--- src/rtl/contadores_lector_if.sv ---
// Readout bus between the counter reader (master) and the counter block (slave).
// Latency: none, wires only; valid_in is the slave's combinational reply to req.
// Backpressure: master holds req/idx stable until the slave raises valid_in.
interface contadores_lector_if;
    logic       req;
    logic [2:0] idx;
    logic       valid_in;
    logic [7:0] data_in;

    modport master (output req, idx, input valid_in, data_in);
    modport slave  (input req, idx, output valid_in, data_in);
endinterface

--- src/rtl/contadores_lector.sv ---
// Counter readout initiator: sweeps idx 0..NUM_CNT-1, snapshots each word, checks sum(cnt0..3)==cnt4.
// Latency: start edge to done pulse is NUM_CNT+2 cycles with valid_in held high.
// Backpressure: holds req/idx while valid_in is low; CNT_RD_TIMEOUT_EN aborts after TIMEOUT_CYC stalls.
module contadores_lector #(
    parameter int NUM_CNT     = 5,
    parameter int TIMEOUT_CYC = 16
) (
    input  logic                CLK,
    input  logic                reset,
    input  logic                start,
    input  logic                IDLE,
    contadores_lector_if.master rd,
    output logic [7:0]          cnt0,
    output logic [7:0]          cnt1,
    output logic [7:0]          cnt2,
    output logic [7:0]          cnt3,
    output logic [7:0]          cnt4,
    output logic                busy,
    output logic                done,
    output logic                match,
    output logic                error
);
    typedef enum logic [1:0] {S_IDLE, S_REQ, S_CHECK, S_DONE} state_t;

    localparam logic [2:0] LAST_IDX = 3'(NUM_CNT - 1);

    state_t     state;
    logic       req_q;
    logic [2:0] idx_q;
    logic [7:0] cnt_q [NUM_CNT];
    logic       busy_q;
    logic       done_q;
    logic       match_q;
    logic [9:0] sum;

    // IDLE is informational for the upstream controller; it does not gate the sweep.
    logic unused_idle;
    assign unused_idle = IDLE;

    assign sum = {2'b00, cnt_q[0]} + {2'b00, cnt_q[1]} + {2'b00, cnt_q[2]} + {2'b00, cnt_q[3]};

`ifdef CNT_RD_TIMEOUT_EN
    localparam int WW = $clog2(TIMEOUT_CYC + 1);
    logic [WW-1:0] wait_cnt;
    logic          err_q;
    assign error = err_q;
`else
    localparam int unused_timeout = TIMEOUT_CYC;
    assign error = 1'b0;
`endif

    always_ff @(posedge CLK) begin
        if (!reset) begin
            state   <= S_IDLE;
            req_q   <= 1'b0;
            idx_q   <= 3'd0;
            busy_q  <= 1'b0;
            done_q  <= 1'b0;
            match_q <= 1'b0;
            for (int i = 0; i < NUM_CNT; i++) cnt_q[i] <= 8'd0;
`ifdef CNT_RD_TIMEOUT_EN
            wait_cnt <= '0;
            err_q    <= 1'b0;
`endif
        end else begin
            case (state)
                S_IDLE: begin
                    if (start) begin
                        state   <= S_REQ;
                        req_q   <= 1'b1;
                        idx_q   <= 3'd0;
                        busy_q  <= 1'b1;
                        match_q <= 1'b0;
`ifdef CNT_RD_TIMEOUT_EN
                        wait_cnt <= '0;
                        err_q    <= 1'b0;
`endif
                    end
                end
                S_REQ: begin
                    if (rd.valid_in) begin
                        for (int i = 0; i < NUM_CNT; i++)
                            if (idx_q == 3'(i)) cnt_q[i] <= rd.data_in;
`ifdef CNT_RD_TIMEOUT_EN
                        wait_cnt <= '0;
`endif
                        if (idx_q == LAST_IDX) begin
                            req_q <= 1'b0;
                            idx_q <= 3'd0;
                            state <= S_CHECK;
                        end else begin
                            idx_q <= idx_q + 3'd1;
                        end
                    end
`ifdef CNT_RD_TIMEOUT_EN
                    else if (wait_cnt == WW'(TIMEOUT_CYC - 1)) begin
                        // Abort: keep whatever was captured, skip the conservation check.
                        req_q   <= 1'b0;
                        idx_q   <= 3'd0;
                        err_q   <= 1'b1;
                        match_q <= 1'b0;
                        done_q  <= 1'b1;
                        state   <= S_DONE;
                    end else begin
                        wait_cnt <= wait_cnt + WW'(1);
                    end
`endif
                end
                S_CHECK: begin
                    match_q <= (sum == {2'b00, cnt_q[LAST_IDX]});
                    done_q  <= 1'b1;
                    state   <= S_DONE;
                end
                S_DONE: begin
                    done_q <= 1'b0;
                    busy_q <= 1'b0;
                    state  <= S_IDLE;
                end
                default: state <= S_IDLE;
            endcase
        end
    end

    assign rd.req = req_q;
    assign rd.idx = idx_q;
    assign cnt0   = cnt_q[0];
    assign cnt1   = cnt_q[1];
    assign cnt2   = cnt_q[2];
    assign cnt3   = cnt_q[3];
    assign cnt4   = cnt_q[LAST_IDX];
    assign busy   = busy_q;
    assign done   = done_q;
    assign match  = match_q;
endmodule

--- src/flat_wrapper.sv ---
// flat-port wrapper written by rule: the top's interface ports become plain ports
module contadores_lector_flat 
#(
    parameter int NUM_CNT     = 5,
    parameter int TIMEOUT_CYC = 16
)
  (CLK, reset, start, IDLE, cnt0, cnt1, cnt2, cnt3, cnt4, busy, done, match, error, rd_req, rd_idx, rd_valid_in, rd_data_in);
  contadores_lector_if rd_i ();
  input  logic CLK;
  input  logic reset;
  input  logic start;
  input  logic IDLE;
  output logic [7:0] cnt0;
  output logic [7:0] cnt1;
  output logic [7:0] cnt2;
  output logic [7:0] cnt3;
  output logic [7:0] cnt4;
  output logic busy;
  output logic done;
  output logic match;
  output logic error;
  output wire logic [$bits(rd_i.req)-1:0] rd_req;
  output wire logic [$bits(rd_i.idx)-1:0] rd_idx;
  input wire logic [$bits(rd_i.valid_in)-1:0] rd_valid_in;
  input wire logic [$bits(rd_i.data_in)-1:0] rd_data_in;
  assign rd_req = rd_i.req;
  assign rd_idx = rd_i.idx;
  assign rd_i.valid_in = rd_valid_in;
  assign rd_i.data_in = rd_data_in;
  contadores_lector #(.NUM_CNT(NUM_CNT), .TIMEOUT_CYC(TIMEOUT_CYC)) u_core (.CLK(CLK), .reset(reset), .start(start), .IDLE(IDLE), .rd(rd_i), .cnt0(cnt0), .cnt1(cnt1), .cnt2(cnt2), .cnt3(cnt3), .cnt4(cnt4), .busy(busy), .done(done), .match(match), .error(error));
endmodule
--- config.mk ---
export PLATFORM = sky130hd
export DESIGN_NAME = contadores_lector_flat
export DESIGN_NICKNAME = d
export VERILOG_FILES = /design/src/rtl/contadores_lector_if.sv /design/src/rtl/contadores_lector.sv /design/src/flat_wrapper.sv
export SDC_FILE = /design/constraint.sdc
export NUM_CORES = 1
export LEC_CHECK = 0
export ABC_AREA = 1
export BUFFER_PORTS_ARGS = -buffer_cell sky130_fd_sc_hd__buf_2
export CAP_MARGIN = 20
export CORE_MARGIN = 8
export CORE_UTILIZATION = 45
export CTS_CLUSTER_DIAMETER = 50
export DETAILED_ROUTE_END_ITERATION = 12
export PLACE_DENSITY = 0.77
export RECOVER_POWER = 50
export REMOVE_ABC_BUFFERS = 1
export SLEW_MARGIN = 0
export SYNTH_ARGS = -nofsm -noshare
export SYNTH_HDL_FRONTEND = slang
export SYNTH_SLANG_ARGS = --single-unit
--- constraint.sdc ---
create_clock -name CLK -period 4 [get_ports CLK]
set_input_delay 0.2 -clock CLK [delete_from_list [all_inputs] [get_ports CLK]]
set_output_delay 0.2 -clock CLK [all_outputs]
set_load 0.01 [all_outputs]
Word level (Yosys, flattened, before mapping)
Memories as Yosys holds them, arrays and structs flattened.
Index checks and enable logic that the tools add are counted.

cells by class
  add/subtract/negate cells = 4
  equal/unequal tests = 11
  multiplexer cells = 47
  bitwise gates (word level) = 5
  reductions and logical operators = 11

operators by type and width
  kind                                                 number
  2-to-1 mux 8 bit                                     5
  2-to-1 mux 1 bit                                     30
  adder 10 x 8 -> 10 bit                               2
  equality test 10 x 8 -> 1 bit                        1
  adder 8 x 8 -> 9 bit                                 1
  2-to-1 mux 3 bit                                     3
  case mux 1 bit (2 select lines)                      4
  case mux 2 bit (4 select lines)                      1
  nonzero test 2 bit                                   4
  equality test 3 x 2 -> 1 bit, second input constant  2
  2-to-1 mux 2 bit                                     3
  case mux 3 bit (2 select lines)                      1
  AND reduction 3 bit                                  2
  OR 1 bit                                             5
  equality test 2 bit, second input constant           2
  != test 2 bit, second input constant                 2
  AND reduction 2 bit                                  2
  AND reduction 4 bit                                  1
  adder 3 x 1 -> 3 bit, second input constant          1
  equality test 3 x 1 -> 1 bit, second input constant  1
  equality test 3 bit, second input constant           1
  zero test 3 bit                                      1
  equality test 2 x 1 -> 1 bit, second input constant  1
  zero test 2 bit                                      1
  != test 2 x 1 -> 1 bit, second input constant        1

storage, ports and cells
  flip-flop bits (word level) = 9
  bits in writable memories = 40
  word-level logic and storage cells = 85
  memories kept = 1

memories
  memory        depth  width  rd ports  clocked after memory_dff  write ports  line                     RTL
  u_core.cnt_q  5      8      5         0                         5            contadores_lector.sv:30  logic [7:0] cnt_q [NUM_CNT];

Logic depth before layout (Yosys ltp)
Gate-level depths: netlist (run 1).

  word-level depth = 7
  depth in mapped cells = 22
  gate-level depth less buffers = 21

Worst setup path after synthesis (run 1)
Ideal clock, no wire load.

  kind = register to register
  start = mem u_core.cnt_q[0][0]
  end = reg u_core.match_q, in the netlist u_core.match
  library setup time = 67 ps
  arrival time = 3158 ps
  required time = 3933 ps
  path slack = 776 ps
  stages on the path, launching flop included = 19
  cell sequence = edfxtp_1 -> ha_1 -> inv_1 -> fa_1 -> o21ai_0 -> nand2_1 -> nand2_1 -> a21oi_1 -> xor2_1 -> fa_1 -> inv_1 -> ha_1 -> a21oi_1 -> nand4_1 -> nand3_1 -> nand2_1 -> nor2_1 -> nand3_1 -> a21oi_2

RTL lines
  item                    line                      RTL
  start: declaration      contadores_lector.sv:30
  end signal: assignment  contadores_lector.sv:110  match_q <= (sum == {2'b00, cnt_q[LAST_IDX]});
  end: declaration        contadores_lector.sv:33   logic match_q;

==> reports/results.txt, run 1 <==
status: finished clean
Hold-fix buffers, CTS: 0
Power Density: 595 mW/mm^2
grt ovf: 0
RSZ-0062 raised after global routing: false
Avg Vias per Cell: 4.82
CP most frequent cell: nand2_1
PostCTS Resize Cnt: 0
CTS sink cnt: 49
hold_sp: start
first-pass GRT wire length: 9.88 mm
clock buffer depth: 2
Detailed Route Iter0 Violations: 78
Worst-path clk slew: 0.09 ns
Port Buffers: 58
fin crit share: 0.897
Synth area leaders: edfxtp_1 41%, ha_1 11%, inv_1 9.6%
slowest cell delay on critical path: 0.49 ns
maximum VDD drop: 0.294 mV
layout cell share with drive strength beyond 1: 0.0678
Post-CTS Setup Repair Bufs: 0
Synth warnings: 0
drc violations: 0
Hold Path End: u_core.busy$_SDFFE_PN0P_
final net count: 416
largest net degree at the start of global routing: 16
EDFF count, synth: 40
Reg2Reg Launch Point: u_core.cnt_q[0][0]$_DFFE_PP_
highest clock rate: 279 MHz
fin util: 0.525
Synth area leader: edfxtp_1
Clock Latency Late Sink: 0.30 ns
Detail Route Antenna Nets: 0
worst-case reg-to-reg path depth: 18
Cell Area, Synth: 0.00292 sq mm
die width: 96.6 um
max cap viols: 0
Critical R2R Capture: u_core.match$_SDFFE_PN0P_
wire per inst: 13.7 um
FFs w/ async S/R, synth: 0
total CTS buffers: 5
#FFs+latches synth: 49
CP max FO: 5
Starting Density: 0.463
Synth Area in Adders: 0.175
row cnt: 29
CP max-delay cell: fa_1
Commonest cells post-synth: 75 x inv_1, 54 x nand2_1, 40 x edfxtp_1
DIE HEIGHT: 96.6 um
Mapped Cells: 306
Synth Area per Inst: 9.56 sq um
post-synthesis mux area share: 0
Final Setup Violations: 0
initial antenna violation count: 0
crit path cell chain: ha_1 > inv_1 > fa_1 > o21ai_0 > nand2_1 > nand2_1 > a21oi_1 > xor2_1 > fa_1 > inv_1 > ha_1 > a21oi_1 > nand4_1 > nand3_1 > nand2_1 > nor2_1 > nand3_1 > a21oi_2
DR vias: 2151
Top Metal Used: met4
CP Data Arrival Time: 3.83 ns
worst slew pin tran: 0.535 ns
Seq/Total Area, Yosys: 0.472
final instance count without filler cells: 446
Critical Path Source Type: flop
gpl congestion: 0.834
XOR/XNOR share of the synthesized area: 0.0300
Placed Area: 0.00329 sq mm
met2 WL: 3.05 mm
Hold Path Stages: 3
DRT met1 WL: 2.72 mm
area delta synth->final: 13.3%
max-slew violations: 0
Slew HR: 0.643
Final Instance Area: 0.00331 sq mm
Synth Area in Compound Gates: 0.0659
minimum clock period: 3.59 ns
WS Path Type: flop to flop
Final Hold Vio Count: 0
cell with the most instances after synthesis: inv_1
dpl cells: 438
Post-Synth Simple-Gate Area: 0.147
clock skew: 0.00841 ns
Leak: 0.00159 uW
total wire length: 6.10 mm
# IOs: 61
vias in the first global route: 2154
Setup TNS: 0 ns
share of the synthesized area in the top cell type: 0.411
CTS Root Cell: clkbuf_8
Netlist cell types: 28
FF-to-FF setup slack: 0.41 ns
DIE AREA: 0.00933 sq mm
CP endpoint kind: flop
Core Area: 0.00631 sq mm
Required @ worst endpoint: 4.24 ns
worst min path class: input pin to flop
antenna diode count: 0
Final Power: 1970 uW
largest family of logic cells by synthesized area: adder cells
DR pass1 iterations: 5
Total GRT Usage: 0.127
post-detail-place hpwl: 5.04 mm
Main synth FF type: edfxtp_1
metal3 WL: 178 um
CTS tree: built
CTS H-tree depth: 2
placed cells by master (no fill, tap or decap), types with 4 or more instances in the layout:
| master | synthesis | final |
|---|---|---|
| ha_1 | 25 | 25 |
| nor3_1 | 4 | 4 |
| o21ai_0 | 6 | 6 |
| a211oi_1 | 4 | 4 |
| fa_1 | 10 | 10 |
| edfxtp_1 | 40 | 40 |
| clkbuf_1 | 1 | 49 |
| a21oi_1 | 16 | 16 |
| xor2_1 | 7 | 7 |
| inv_1 | 75 | 75 |
| nand3_1 | 13 | 13 |
| nand2_2 | 4 | 4 |
| dfxtp_1 | 9 | 9 |
| buf_2 | 0 | 11 |
| nand4_1 | 8 | 8 |
| nand2_1 | 54 | 54 |
| nor2_1 | 12 | 12 |
| clkbuf_8 | 0 | 5 |
cell families (layout without fill, tap and decap cells):
kind of cell               after synthesis  count (layout)
adders and majority gates               35              35
DFF                                     49              49
buffers and inverters                   80             143
and+or+nand+nor                         98              98
AOI/OAI and AO/OA                       33              33
xor gates and xnor gates                10              10
other                                    1               1
worst max-delay path by stage:
| stage | start | to | slack [ns] | cells past startpoint |
|---|---|---|---|---|
| 4_1_cts | u_core.cnt_q[0][8]$_DFFE_PP_ | u_core.match$_SDFFE_PN0P_ | 0.47 | 18 |
| 2_1_floorplan | u_core.cnt_q[0][0]$_DFFE_PP_ | u_core.match$_SDFFE_PN0P_ | 0.78 | 18 |
| 5_1_grt | u_core.cnt_q[0][8]$_DFFE_PP_ | u_core.match$_SDFFE_PN0P_ | 0.1 | 21 |
| 3_5_place_dp | u_core.cnt_q[0][8]$_DFFE_PP_ | u_core.match$_SDFFE_PN0P_ | 0.48 | 18 |
| 3_3_place_gp | u_core.cnt_q[0][0]$_DFFE_PP_ | u_core.match$_SDFFE_PN0P_ | 0.63 | 18 |
| 6_report | u_core.cnt_q[0][0]$_DFFE_PP_ | u_core.match$_SDFFE_PN0P_ | 0.41 | 18 |
critical path: cells and delay by family (launching register included):
| kind | cells | cell delay, ns |
|---|---|---|
| AO/OA/AOI/OAI | 4 | 0.75 |
| XOR/XNOR | 1 | 0.17 |
| adder cells (fa/ha/maj) | 4 | 1.42 |
| buffers and inverters | 2 | 0.10 |
| flip-flops | 1 | 0.35 |
| AND/OR/NAND/NOR | 7 | 0.77 |
per-layer routing:
metal | vias up | global-route usage
met1 | 989 | 0.144
li1 | 1102 | -
met2 | 47 | 0.228
met4 | 0 | 0.0568
met5 | - | 0
met3 | 13 | 0.0206
where the power goes:
group / total, uW / internal, uW / switching, uW
registers: 694 / 640 / 53.4
logic: 996 / 364 / 632
clock network: 283 / 123 / 159
total: 1970 / 1130 / 845
per-stage QoR:
step                      worst slack (ns)  hold slack, ns
after floorplan                      0.776           0.338
after global placement               0.626           0.462
after detailed placement             0.477           0.491
after CTS                            0.465           0.202
after global routing                0.0999           0.204
final                                0.412           0.208
flip-flops by register name, summed over array words and instances (netlist names):
name	cells
u_core.rd.req	1
u_core.rd.idx	3
u_core.done	1
u_core.match	1
u_core.busy	1
u_core.state	2
u_core.cnt_q	40
final cells by class:
cell class	instances	area [sq um]
Tap cell	77	96.3
Clock inverter	2	15.0
Clock buffer	6	72.6
Sequential cell	49	1380
Fill cell	586	3000
Inverter	76	285
Timing Repair Buffer	59	235
Multi-Input combinational cell	177	1230
Note: power is estimated with default switching activity, not from simulation.
==> run 2, diff against run 1 <==
--- a/config.mk
+++ b/config.mk
@@ -15,6 +15,7 @@
 export PLACE_DENSITY = 0.77
 export RECOVER_POWER = 50
 export REMOVE_ABC_BUFFERS = 1
+export SETUP_SLACK_MARGIN = 0.1
 export SLEW_MARGIN = 0
 export SYNTH_ARGS = -nofsm -noshare
 export SYNTH_HDL_FRONTEND = slang
==> constraint.sdc (replaced) <==
create_clock -name CLK -period 3.95 [get_ports CLK]
set_input_delay 0.1975 -clock CLK [delete_from_list [all_inputs] [get_ports CLK]]
set_output_delay 0.1975 -clock CLK [all_outputs]
set_load 0.01 [all_outputs]
==> reports/results.txt, run 2 (same netlist as run 1, synthesis figures left out) <==
max cap viols: 0 (unchanged)
total wire length: 6.09 mm (was 6.10 mm)
area delta synth->final: 13.3% (unchanged)
Detail Route Antenna Nets: 0 (unchanged)
final net count: 416 (unchanged)
# IOs: 61 (unchanged)
antenna diode count: 0 (unchanged)
vias in the first global route: 2233 (was 2154)
CTS H-tree depth: 2 (unchanged)
final instance count without filler cells: 446 (unchanged)
CTS Root Cell: clkbuf_8 (unchanged)
DIE AREA: 0.00933 sq mm (unchanged)
Port Buffers: 58 (unchanged)
most common cell after layout, fill and taps aside: inv_1 (unchanged)
worst min path class: input pin to flop (unchanged)
WS Path Type: flop to flop (unchanged)
DIE HEIGHT: 96.6 um (unchanged)
CP max FO: 5 (unchanged)
max-slew violations: 0 (unchanged)
dpl cells: 438 (unchanged)
Slew HR: 0.652 (was 0.643)
row cnt: 29 (unchanged)
worst-case reg-to-reg path depth: 18 (unchanged)
CTS sink cnt: 49 (unchanged)
initial antenna violation count: 0 (unchanged)
grt ovf: 0 (unchanged)
post-detail-place hpwl: 5.02 mm (was 5.04 mm)
clock skew: 0.00885 ns (was 0.00841 ns)
largest register by flop count: u_core.cnt_q (unchanged)
total CTS buffers: 5 (unchanged)
Reg2Reg Launch Point: u_core.cnt_q[0][8]$_DFFE_PP_ (was u_core.cnt_q[0][0]$_DFFE_PP_)
Final Setup Violations: 0 (unchanged)
Power Density: 601 mW/mm^2 (was 595 mW/mm^2)
minimum clock period: 3.46 ns (was 3.59 ns)
Clock Latency Late Sink: 0.30 ns (about the same)
layout cell share with drive strength beyond 1: 0.0678 (unchanged)
Total GRT Usage: 0.128 (was 0.127)
Core Area: 0.00631 sq mm (unchanged)
Final Hold Vio Count: 0 (unchanged)
first-pass GRT wire length: 9.94 mm (was 9.88 mm)
Fill cells: 591 (was 586)
Starting Density: 0.463 (unchanged)
Required @ worst endpoint: 4.19 ns (was 4.24 ns)
CP Data Arrival Time: 3.70 ns (was 3.83 ns)
highest clock rate: 289 MHz (was 279 MHz)
drc violations: 0 (unchanged)
Worst-path clk slew: 0.09 ns (about the same)
register area: 0.00138 sq mm (unchanged)
Critical Path Source Type: flop (unchanged)
wire per inst: 13.7 um (about the same)
clock buffer depth: 2 (unchanged)
Setup TNS: 0 ns (unchanged)
Leak: 0.00159 uW (about the same)
DR vias: 2201 (was 2151)
CP endpoint kind: flop (unchanged)
hold_sp: start (unchanged)
DR pass1 iterations: 4 (was 5)
status: finished clean (unchanged)
largest net degree at the start of global routing: 16 (unchanged)
most frequent cells in the layout: 75 x inv_1, 54 x nand2_1, 49 x clkbuf_1 (unchanged)
Detailed Route Iter0 Violations: 109 (was 78)
gpl congestion: 0.834 (about the same)
RSZ-0062 raised after global routing: false (unchanged)
die width: 96.6 um (unchanged)
fin crit share: 0.875 (was 0.897)
worst slew pin tran: 0.522 ns (was 0.535 ns)
number of flip-flops in the largest register: 40 (unchanged)
Multi-input gate area: 0.00123 sq mm (unchanged)
Critical R2R Capture: u_core.match$_SDFFE_PN0P_ (unchanged)
FF-to-FF setup slack: 0.49 ns (was 0.41 ns)
Avg Vias per Cell: 4.93 (was 4.82)
Hold-fix buffers, CTS: 0 (unchanged)
Hold Path Stages: 3 (unchanged)
Hold Path End: u_core.busy$_SDFFE_PN0P_ (unchanged)
CTS tree: built (unchanged)
maximum VDD drop: 0.261 mV (was 0.294 mV)
==> run 2: cell counts in the layout (fill, tap and decap cells not counted) <==
Identical to the previous run, type by type.
==> run 2: report_power, final <==
group | switching [uW] | leakage [uW] | internal [uW] | total, uW
registers | 53.4 | 0.000487 | 649 | 702
logic | 634 | 0.00106 | 367 | 1000
clock network | 164 | 0.0000374 | 125 | 289
==> run 2: critical path, stage by stage, from the launching register on <==
cell	delay, ns
edfxtp_1	0.36
ha_1	0.18
inv_1	0.06
fa_1	0.39
o21ai_1	0.24
nand2_1	0.08
nand2_1	0.06
a21oi_1	0.08
xor2_1	0.17
fa_1	0.49
inv_1	0.04
ha_1	0.35
a21oi_1	0.20
nand4_1	0.20
nand3_1	0.14
nand2_1	0.06
nor2_1	0.08
nand3_1	0.10
a21oi_2	0.13
==> run 2: routing by layer <==
| metal | GRT usage | share of wire | vias up |
|---|---|---|---|
| met5 | 0 | 0 | - |
| met4 | 0.0675 | 0.031 | 0 |
| met3 | 0.0228 | 0.039 | 15 |
| met2 | 0.229 | 0.50 | 55 |
| met1 | 0.139 | 0.43 | 1027 |
| li1 | - | - | 1104 |
==> run 2: cell type report <==
type | count | share of cell area
Multi-Input combinational cell | 177 | 0.370
Clock inverter | 2 | 0.00453
Tap cell | 77 | 0.0291
Clock buffer | 6 | 0.0219
Sequential cell | 49 | 0.417
Timing Repair Buffer | 59 | 0.0710
Inverter | 76 | 0.0861
==> run 2: worst max-delay path by stage <==
stage | to | from | slack (ns)
floorplan | u_core.match$_SDFFE_PN0P_ | u_core.cnt_q[0][0]$_DFFE_PP_ | 0.73
global placement | u_core.match$_SDFFE_PN0P_ | u_core.cnt_q[0][0]$_DFFE_PP_ | 0.58
detailed placement | u_core.match$_SDFFE_PN0P_ | u_core.cnt_q[0][8]$_DFFE_PP_ | 0.46
CTS | u_core.match$_SDFFE_PN0P_ | u_core.cnt_q[0][8]$_DFFE_PP_ | 0.45
global route | u_core.match$_SDFFE_PN0P_ | u_core.cnt_q[0][8]$_DFFE_PP_ | 0.18
finish | u_core.match$_SDFFE_PN0P_ | u_core.cnt_q[0][8]$_DFFE_PP_ | 0.49
==> run 2: repair_timing <==
action,CTS,global route
buffers inserted,0,0
setup endpoints to repair,0,1
gates resized for setup,0,1
==> run 2: metrics by stage <==
step	setup WS, ns	power [uW]	utilization	area (sq um)	hold WS (ns)
after floorplan	0.726	1470	-	2890	0.336
after global placement	0.577	1680	0.521	3290	0.462
after detailed placement	0.465	1730	0.521	3290	0.490
after CTS	0.453	2020	0.535	3380	0.198
after global routing	0.178	2190	0.525	3310	0.197
final	0.494	1990	0.525	3310	0.204
